File: src/rtl/verificador_decrescente_6bits.sv
// verificador_decrescente_6bits
//
// Self-check stage for the 6-bit ripple down-counter. The checker samples the
// counter value on every clock edge where en=1. It verifies that each sample
// is exactly one below the previous sample, modulo 2^WIDTH. After LOCK_N
// consecutive correct steps it declares lock. While locked it pulses `wrap`
// on every correct 0 -> max step and `err` on every mismatch. Both kinds of
// event are tallied in counters that saturate at their maximum value.
//
// Ports
//   clk       in   single clock, every state change happens on posedge
//   rst_n     in   asynchronous, active-low reset
//   en        in   sample strobe; q_in is sampled only when en=1
//   q_in      in   [WIDTH] counter value under check
//   locked    out  high while the sequence is being tracked correctly
//   err       out  one-cycle pulse on a mismatch while locked
//   wrap      out  one-cycle pulse on a correct 0 -> 2^WIDTH-1 step while locked
//   expected  out  [WIDTH] next value expected (last sample - 1)
//   wrap_cnt  out  [CNT_W] saturating count of wrap pulses
//   err_cnt   out  [CNT_W] saturating count of err pulses
module verificador_decrescente_6bits #(
  parameter int WIDTH  = 6,
  parameter int LOCK_N = 4,
  parameter int CNT_W  = 8
) (
  input  logic             clk,
  input  logic             rst_n,
  input  logic             en,
  input  logic [WIDTH-1:0] q_in,
  output logic             locked,
  output logic             err,
  output logic             wrap,
  output logic [WIDTH-1:0] expected,
  output logic [CNT_W-1:0] wrap_cnt,
  output logic [CNT_W-1:0] err_cnt
);

  // good_reg counts from 0 up to LOCK_N inclusive.
  localparam int GOOD_W = $clog2(LOCK_N + 1);

  localparam logic [WIDTH-1:0]  VAL_ONE  = WIDTH'(1);
  localparam logic [GOOD_W-1:0] GOOD_ONE = GOOD_W'(1);
  localparam logic [GOOD_W-1:0] GOOD_TGT = GOOD_W'(LOCK_N);
  localparam logic [CNT_W-1:0]  CNT_ONE  = CNT_W'(1);
  localparam logic [CNT_W-1:0]  CNT_MAX  = '1;

  typedef enum logic [1:0] {
    EMPTY = 2'd0,
    ACQ   = 2'd1,
    LOCK  = 2'd2
  } state_t;

  state_t            state_reg;
  logic [WIDTH-1:0]  prev_reg;
  logic [WIDTH-1:0]  expected_reg;
  logic [GOOD_W-1:0] good_reg;
  logic              locked_reg;
  logic              err_reg;
  logic              wrap_reg;
  logic [CNT_W-1:0]  wrap_cnt_reg;
  logic [CNT_W-1:0]  err_cnt_reg;

  logic [WIDTH-1:0]  prev_dec;
  logic [WIDTH-1:0]  q_dec;
  logic [GOOD_W-1:0] good_inc;
  logic              step_ok;
  logic              prev_zero;

  // The subtraction wraps, so prev=0 expects the all-ones value.
  assign prev_dec  = prev_reg - VAL_ONE;
  assign q_dec     = q_in - VAL_ONE;
  assign good_inc  = good_reg + GOOD_ONE;
  assign step_ok   = (q_in == prev_dec);
  assign prev_zero = (prev_reg == '0);

  always_ff @(posedge clk or negedge rst_n) begin
    if (!rst_n) begin
      state_reg    <= EMPTY;
      prev_reg     <= '0;
      expected_reg <= '0;
      good_reg     <= '0;
      locked_reg   <= 1'b0;
      err_reg      <= 1'b0;
      wrap_reg     <= 1'b0;
      wrap_cnt_reg <= '0;
      err_cnt_reg  <= '0;
    end else begin
      // Event outputs are single-cycle pulses by default.
      err_reg  <= 1'b0;
      wrap_reg <= 1'b0;

      // Every sample becomes the new reference, whatever the state.
      if (en) begin
        prev_reg     <= q_in;
        expected_reg <= q_dec;
      end

      case (state_reg)
        EMPTY: begin
          // The first sample only seeds prev; nothing to compare yet.
          if (en) begin
            good_reg  <= '0;
            state_reg <= ACQ;
          end
        end

        ACQ: begin
          if (en) begin
            if (step_ok) begin
              good_reg <= good_inc;
              if (good_inc == GOOD_TGT) begin
                state_reg  <= LOCK;
                locked_reg <= 1'b1;
              end
            end else begin
              good_reg <= '0;
            end
          end
        end

        LOCK: begin
          if (en) begin
            if (step_ok) begin
              if (prev_zero) begin
                wrap_reg <= 1'b1;
                if (wrap_cnt_reg != CNT_MAX) wrap_cnt_reg <= wrap_cnt_reg + CNT_ONE;
              end
            end else begin
              err_reg    <= 1'b1;
              locked_reg <= 1'b0;
              good_reg   <= '0;
              state_reg  <= ACQ;
              if (err_cnt_reg != CNT_MAX) err_cnt_reg <= err_cnt_reg + CNT_ONE;
            end
          end
        end

        default: begin
          // The fourth encoding is unreachable. Recover to a clean start.
          state_reg  <= EMPTY;
          good_reg   <= '0;
          locked_reg <= 1'b0;
        end
      endcase
    end
  end

  assign locked   = locked_reg;
  assign err      = err_reg;
  assign wrap     = wrap_reg;
  assign expected = expected_reg;
  assign wrap_cnt = wrap_cnt_reg;
  assign err_cnt  = err_cnt_reg;

endmodule
File: config.mk
export PLATFORM = sky130hd
export DESIGN_NAME = verificador_decrescente_6bits
export DESIGN_NICKNAME = d
export VERILOG_FILES = /design/src/rtl/verificador_decrescente_6bits.sv
export SDC_FILE = /design/constraint.sdc
export NUM_CORES = 1
export LEC_CHECK = 0
export BUFFER_PORTS_ARGS = -buffer_cell sky130_fd_sc_hd__buf_2
export CAP_MARGIN = 20
export CORE_MARGIN = 3
export CORE_UTILIZATION = 45
export CTS_BUF_LIST = sky130_fd_sc_hd__clkbuf_8
export DETAILED_ROUTE_END_ITERATION = 8
export PLACE_DENSITY = 0.66
export RECOVER_POWER = 25
export SYNTH_ARGS = -nofsm -noshare
export SYNTH_HDL_FRONTEND = slang
export SYNTH_SLANG_ARGS = --single-unit
File: constraint.sdc
create_clock -name clk -period 3.3 [get_ports clk]
set_clock_uncertainty 0.2 [all_clocks]
set_input_delay 0.66 -clock clk [delete_from_list [all_inputs] [get_ports clk]]
set_output_delay 0.66 -clock clk [all_outputs]
set_load 0.1 [all_outputs]
==> flow_metrics.tcl <==
set metrics [dict create \
    status "complete, but fails checks" \
    violations "capacitance limit, slew limit" \
    vdd_drop_max_mv 0.282 \
    cts_hold_buf 0 \
    relSlewSlack_pct -27.8 \
    pre_cts_ws_ps 545 \
    rsz0062_at_grt "false" \
    cp_max_fo 11 \
    end_kind "flop" \
    p_leak_nw 1.09 \
    netlist_instances 193 \
    utilization_pct 55.0 \
    tightest_slew_ps 1920 \
    place_hpwl_mm 2.70 \
    worstSetupPathType "flop to flop" \
    netlist_area_mm2 0.00193 \
    cts.clk_slew.worst_paths_ps 70 \
    grt_pass1_wl_mm 6.47 \
    grt_pass1_vias 1395 \
    hold_viol 0 \
    drv_slew 37 \
    slowest_stage "or3_1" \
    drv_cap 1 \
    routabilityCongestion 0.726 \
    ys_ff_latch 36 \
    clkSinkCount 36 \
    fin_nets 244 \
    cts_buffers 5 \
    fin_tns_setup_ps 0 \
    synth.avg_cell_area_um2 10.0 \
    die_width_um 71.6 \
    grt_start_max_net_pins 37 \
    htree_levels 2 \
    port_buffers 33 \
    ctsResizeCount 0 \
    cts_tree "done" \
    clkLatencyLatePin_ps 290 \
    syn2layout_area_growth_pct 16.2 \
    cts_setup_buffers 0 \
    wl_per_cell_um 13.4 \
    ys_warn_count 0 \
    clockBufferDepth 2 \
    slowest_delay_ps 540 \
    drc 0 \
    detail_route.iter0.violations 72 \
    netlist_top_cells_area "dfrtp_1 (47%), xnor2_1 (5.4%), xor2_1 (5.0%)" \
    cp.required_ps 3270 \
    antenna_left 0 \
    hold_slack_ps 307 \
    max_freq_mhz 362 \
    die_h_um 71.6 \
    cts_root_buf "clkbuf_8" \
    n_antenna_cell 0 \
    yosys.area.top_type "dfrtp_1" \
    drtPass1Iterations 4 \
    path_cells "inv_1 -> ha_1 -> nor3b_1 -> a21boi_0 -> or3_1 -> nor2_1 -> mux2_2" \
    core_mm2 0.00409 \
    vias 1484 \
    seq_area_frac_synth_pct 46.6 \
    drt_wl_total_mm 3.75 \
    period_share_pct 83.7 \
    fin_ws_ps 537 \
    cp_data_arrival_time_ps 2740 \
    design.portCount 34 \
    cp-start-kind "flop" \
    finalSetupViolCount 0 \
    die_area_mm2 0.00512 \
    p_per_area_mw_per_mm2 453 \
    fin_crit_ps 2760 \
    via_per_inst 5.30 \
    antenna_found_initial 0 \
    initial_utilization_pct 47.3 \
    grtUsageTotal_pct 15.9 \
    yosys.cell_types.count 39 \
    overflow 0 \
    rows 23 \
    synth_top_area_share_pct 46.6 \
    syn_nets 208 \
    hold_path.class "flop to flop" \
    drive_gt1_share_pct 23.0 \
]
## synthesized netlist by cell type (all sizes together)
cell type	number
dfrtp	36
nand2	18
nor2	16
inv	12
xnor2	12
xor2	11
nand3	9
a21oi	8
mux2	8
nor3	8
o21ai	7
ha	6
nand4	5
nor4	5
buf	4
clkbuf	3
a211oi	2
a31oi	2
mux2i	2
nor2b	2
nor3b	2
o2bb2ai	2
a21boi	1
a21o	1
and2	1
and3	1
nand3b	1
nand4b	1
o2111ai	1
o211a	1
o41ai	1
or2	1
or3	1
or4	1
or4b	1
## cells in the final DEF (no fill, tap or decap), drive strengths merged, types with 2 or more instances in the layout
| master | instances |
|---|---|
| dfrtp | 36 |
| buf | 34 |
| nand2 | 18 |
| nor2 | 16 |
| inv | 13 |
| xnor2 | 12 |
| xor2 | 11 |
| nand3 | 9 |
| a21oi | 8 |
| mux2 | 8 |
| nor3 | 8 |
| o21ai | 7 |
| clkbuf | 7 |
| ha | 6 |
| nand4 | 5 |
| nor4 | 5 |
| mux2i | 2 |
| a211oi | 2 |
| nor3b | 2 |
| nor2b | 2 |
| a31oi | 2 |
| o2bb2ai | 2 |
## path summary, 6_finish.rpt
| path | from | endpoint | slack (ps) | cells past startpoint |
|---|---|---|---|---|
| min in group asynchronous | rst_n | err | 700 | 1 |
| worst max-delay path | prev_reg[0] | wrap_cnt[1] | 540 | 7 |
| worst min register to register | wrap_cnt[6] | wrap_cnt[6] | 310 | 1 |
| worst min-delay path | wrap_cnt[6] | wrap_cnt[6] | 310 | 1 |
| worst max register to register | prev_reg[0] | wrap_cnt[1] | 540 | 7 |
| max in group asynchronous | rst_n | wrap_cnt[1] | 1100 | 1 |
## worst max-delay path: cells and delay by family (launching register included)
kind | cells | cell delay [ps]
AOI/OAI and AO/OA | 1 | 190
DFF | 1 | 440
and+or+nand+nor | 3 | 1140
muxes | 1 | 350
buffers and inverters | 1 | 100
adders and majority gates | 1 | 220
## metrics by stage
| stage | power (mW) | area [um^2] | std cells |
|---|---|---|---|
| 6_report | 1.02 | 2250 | 280 |
| 3_5_place_dp | 0.652 | 2140 | 272 |
| 3_3_place_gp | 0.650 | 2140 | 272 |
| 2_1_floorplan | 0.613 | 1930 | 193 |
| 4_1_cts | 1.03 | 2250 | 280 |
| 5_1_grt | 1.06 | 2250 | 280 |
## where the power goes
part           internal [mW]  switching [mW]
clock network          0.221           0.155
registers              0.457          0.0163
logic                 0.0463           0.122
total                  0.724           0.293
## kinds of logic after synthesis
logic type | Yosys count | share of synthesized area (%)
xor gates and xnor gates | 23 | 10.4
DFF | 36 | 46.6
and+or+nand+nor | 73 | 20.5
adders and majority gates | 6 | 3.88
AOI/OAI and AO/OA | 26 | 8.41
buffers and inverters | 19 | 4.53
muxes | 10 | 5.69
## layout make-up
cell class	instances	area (um^2)
clock inverter	3	38.8
fill	394	1840
timing repair buffer	36	185
tap	50	62.6
inverter	12	45.0
clock buffer	5	68.8
sequential	36	901
multi-input combinational	138	946
## metal layers
layer  part of all wire (%)  global-route usage, %  vias to the layer above
met5                      0                      0                        -
met4                   0.99                   5.01                        0
met3                    4.9                   4.77                        4
met2                     46                   25.2                       29
met1                     48                   21.1                      709
li1                       -                      -                      742
No activity file was read; power rests on OpenSTA's default activity.
